[config.mk]
export PLATFORM = sky130hd
export DESIGN_NAME = mux4to1
export DESIGN_NICKNAME = d
export VERILOG_FILES = /design/src/rtl/mux4to1.sv
export SDC_FILE = /design/constraint.sdc
export NUM_CORES = 1
export LEC_CHECK = 0
export ABC_AREA = 0
export BUFFER_PORTS_ARGS = -buffer_cell sky130_fd_sc_hd__buf_2
export CAP_MARGIN = 20
export CORE_AREA = 2 2 77 79
export CTS_BUF_LIST = sky130_fd_sc_hd__clkbuf_16
export DETAILED_ROUTE_END_ITERATION = 10
export DIE_AREA = 0 0 79 81
export GPL_TIMING_DRIVEN = 0
export PLACE_DENSITY = 0.75
export RECOVER_POWER = 100
export SYNTH_ARGS = -nofsm -noshare
export SYNTH_HDL_FRONTEND = slang
export SYNTH_SLANG_ARGS = --single-unit
[constraint.sdc]
create_clock -name clk -period 2.8 [get_ports clk]
set_input_delay 0.28 -clock clk [delete_from_list [all_inputs] [get_ports clk]]
set_output_delay 0.28 -clock clk [all_outputs]
set_load 0.02 [all_outputs]
[src/rtl/mux4to1.sv]
// Four-way WIDTH-bit selector: combinational Result plus a registered copy,
// registered selector and one-cycle selector-change strobe.
// Optional MUX4TO1_PARITY_EN adds a registered parity output Parity_q.
module mux4to1 #(
  parameter int                 WIDTH     = 32,
  parameter logic [WIDTH-1:0]   RESET_VAL = '0
) (
  input  logic             clk,
  input  logic             rst_n,
  input  logic [1:0]       Selector,
  input  logic [WIDTH-1:0] R0,
  input  logic [WIDTH-1:0] R1,
  input  logic [WIDTH-1:0] R2,
  input  logic [WIDTH-1:0] R3,
  output logic [WIDTH-1:0] Result,
  output logic [WIDTH-1:0] Result_q,
  output logic [1:0]       Sel_q,
  output logic             Sel_chg
`ifdef MUX4TO1_PARITY_EN
  ,output logic            Parity_q
`endif
);

  logic [WIDTH-1:0] result_q, result_d;
  logic [1:0]       sel_q, sel_d;
  logic             chg_q, chg_d;

  // An unknown selector propagates as all-X rather than falling back to an input.
  always_comb begin
    Result = 'x;
    case (Selector)
      2'b00:   Result = R0;
      2'b01:   Result = R1;
      2'b10:   Result = R2;
      2'b11:   Result = R3;
      default: Result = 'x;
    endcase
  end

  always_comb begin
    result_d = Result;
    sel_d    = Selector;
    chg_d    = (Selector != sel_q);
  end

  always_ff @(posedge clk or negedge rst_n) begin
    if (!rst_n) begin
      result_q <= RESET_VAL;
      sel_q    <= 2'b00;
      chg_q    <= 1'b0;
    end else begin
      result_q <= result_d;
      sel_q    <= sel_d;
      chg_q    <= chg_d;
    end
  end

  assign Result_q = result_q;
  assign Sel_q    = sel_q;
  assign Sel_chg  = chg_q;

`ifdef MUX4TO1_PARITY_EN
  logic par_q, par_d;

  assign par_d = ^Result;

  always_ff @(posedge clk or negedge rst_n) begin
    if (!rst_n) par_q <= 1'b0;
    else        par_q <= par_d;
  end

  assign Parity_q = par_q;
`endif

endmodule

Word level (Yosys, flattened, before mapping):

Cells that the tools add are included.

* reductions and logical operators: 1
* equal/unequal tests: 4
* mux-type cells: 1

Operators by type and width (number)
* one-hot mux 32 bit (4 select lines): 1
* == test 2 bit (second input constant): 2
* == test 2 x 1 -> 1 bit (second input constant): 1
* logical NOT 2 bit: 1
* != test 2 bit: 1

* flip-flop bits (word level): 35
* output and inout bits: 67

Longest topological paths before layout:

* word-level depth: 2
* depth in mapped cells: 4
* depth with buffers taken out: 2

Worst setup path after synthesis:

No wires, ideal clock.

* path kind: in2out
* start point: input port Selector[0]
* end point: output port Result[0]
* path buffers: 2
* setup slack: 1397 ps
* stages: 3
* arrival: 1123 ps
* cells stage by stage: buf_6 -> buf_12 -> mux4_2

* word-level cells in the longest chain between the ends: 2
* elaborated cells between the ends (all ways): 5

RTL lines
* start, declared: RTL line 10 `input logic [1:0] Selector,`
* == test 2 bit, or another cell as far along: RTL line 31 `case (Selector)`
* one-hot mux 32 bit (4 select lines) (*): RTL line 31
* end, declared: RTL line 15 `output logic [WIDTH-1:0] Result,`

Every way passes the cells marked *; elsewhere a longest branch is shown, timed or not.

Worst setup path after layout:

* start point: input port Selector[0]
* end point: output port Result[7]

The elaborated chain is that of the path after synthesis.

==> metrics.csv <==
metric,value,unit
outcome,"finished, violations left",
violations,"capacitance limit, slew limit",
cts_buffers,5,
area_growth,65.4,%
setup_viol,0,
worstRegToRegCells,2,
drt-total-wl,5970,microns
worst_hold_path.num_cells,1,
io_pins,199,
internal_power,1060,uW
cts_resized,0,
die_y,81,microns
critical_path.startpoint_type,input pin,
diodes,0,
p_sw,451,uW
grt_max_degree,36,
crit_type,in -> out,
ys_seq_elements,35,
cts_tree,done,
power,1510,uW
synth_seq_area_share,50.9,%
clock_skew,0.000260,ns
syn_nets,210,
worst_pin_slew,1.79,ns
critPathRequiredTime,2.52,ns
maxSlewViolCount,36,
crit_path_max_fanout,10,
cp-end-kind,primary output,
clk_pin_slew,0.05,ns
core,5680,sq um
grt_pass1_wl,8300,microns
yosys_warnings,0,
tns,0,ns
dr.pass1.iters,4,
clk_latency,0.27,ns
rsz0062_at_grt,false,
rr_endpoint,Sel_chg$_DFF_PN0_,
synthesis.area,1720,sq um
wl_per_cell,16.7,microns
cts-root-buf,clkbuf_16,
period_needed,2.13,ns
start_util,30.3,%
antenna_left,0,
fmax,470,MHz
io_buffers,198,
rows,28,
hold_buffers,0,
cts_buffer_depth,2,
gp_congestion,0.832,
vias_per_cell,4.57,
final_common_cell,buf_2,
grt_pass1_vias,1627,
vias,1637,
r2r_start,Sel_q[0]$_DFF_PN0_,
combPwrFrac,29.5,%
powerDensity,531,nW/um^2
route.detailed.drc,0,
drt_iter0_drc,42,
relSlewSlack,-19.1,%
dieArea,6400,sq um
total_leakage_power,0.00132,uW
timing.reg2reg.setup_slack,2.09,ns
hold_end,Sel_q[0]$_DFF_PN0_,
antenna_found_initial,0,
final_nets,415,
cts_sinks,35,
whs,0.139,ns
cts_setup_buffers,0,
drv_cap,1,
arrival,1.85,ns
layout_common_cells,"buf_2 (131), clkbuf_1 (72), dfrtp_1 (35), mux4_2 (29), clkbuf_16 (5)",
hp-start,Selector[0],
synth.avg_cell_area,22.0,sq um
seq_power_share,37.7,%
period_share,76.1,%
grt_usage,17.5,%
syn_inst,78,
n_fill_cell,569,
clkPwrFrac,32.8,%
overflow,0,
ys_types,9,
drive_above_1_share,59.7,%
hold_viol_final,0,
dp_hpwl,5150,microns
die_w,79,microns
holdCritPathClass,in -> reg,
switching_share,29.8,%
utilization,50.1,%
h-tree-depth,2,
ir_worst_vdd,0.268,mV
==> synthesized netlist by cell type <==
cell	number	area share, %
clkbuf_1	1	0.22
buf_6	1	0.65
dfrtp_1	35	51
mux4_1	3	4.6
nand2_1	1	0.22
mux4_2	29	38
buf_12	3	3.5
xnor2_1	2	1.0
buf_2	3	0.87
==> layer usage <==
layer / share of wire (%) / global-route usage, % / vias up
met3: 8.1 / 4.44 / 10
met2: 53 / 30.3 / 92
met4: 2.0 / 7.24 / 0
li1: - / - / 737
met1: 37 / 21.0 / 798
met5: 0 / 0 / -
==> critical path, cell delays in order <==
cell      delay [ns]
clkbuf_1        0.09
clkbuf_1        0.49
buf_12          0.23
mux4_2          0.55
clkbuf_1        0.20
==> cell families after synthesis <==
| family | count (synthesis) | synth area share (%) |
|---|---|---|
| xor+xnor | 2 | 1.02 |
| buf+inv | 8 | 5.24 |
| flops | 35 | 50.9 |
| mux | 32 | 42.6 |
| simple gates | 1 | 0.218 |
==> through the flow <==
step                instance area (sq um)  setup slack (ns)  std cells
global route                         2840             0.578        358
CTS                                  2940             0.985        358
global placement                     2800              1.03        351
finish                               2840             0.670        358
floorplan                            1720              1.40         78
detailed placement                   2800             0.992        351
==> cell type report <==
class / count / area [sq um] / share of cell area (%)
Buffer: 8 / 82.6 / 2.90
Clock buffer: 5 / 125 / 4.40
Clock inverter: 2 / 8.76 / 0.308
Multi-Input combinational cell: 35 / 753 / 26.5
Sequential cell: 35 / 876 / 30.8
Tap cell: 75 / 93.8 / 3.30
Timing Repair Buffer: 198 / 903 / 31.8
==> flip-flops by register name (all words and copies together) (netlist names) <==
| signal | cells |
|---|---|
| Sel_chg | 1 |
| Sel_q | 2 |
| Result_q | 32 |
==> worst max path at each step <==
| stage | end | startpoint | slack [ns] |
|---|---|---|---|
| 3_3_place_gp | Result[9] | Selector[1] | 1.03 |
| 5_1_grt | Result[8] | Selector[0] | 0.58 |
| 6_report | Result[7] | Selector[0] | 0.67 |
| 4_1_cts | Result[27] | Selector[1] | 0.99 |
| 3_5_place_dp | Result[27] | Selector[1] | 0.99 |
| 2_1_floorplan | Result[0] | Selector[0] | 1.40 |
==> power groups by stage <==
| stage | Clock (uW) | Sequential [uW] | Combinational (uW) |
|---|---|---|---|
| 2_1_floorplan | 0 | 645 | 190 |
| 3_3_place_gp | 0 | 574 | 468 |
| 3_5_place_dp | 0 | 576 | 478 |
| 4_1_cts | 505 | 568 | 479 |
| 5_1_grt | 534 | 573 | 475 |
| 6_report | 495 | 569 | 446 |
No activity file was read; power rests on OpenSTA's default activity.
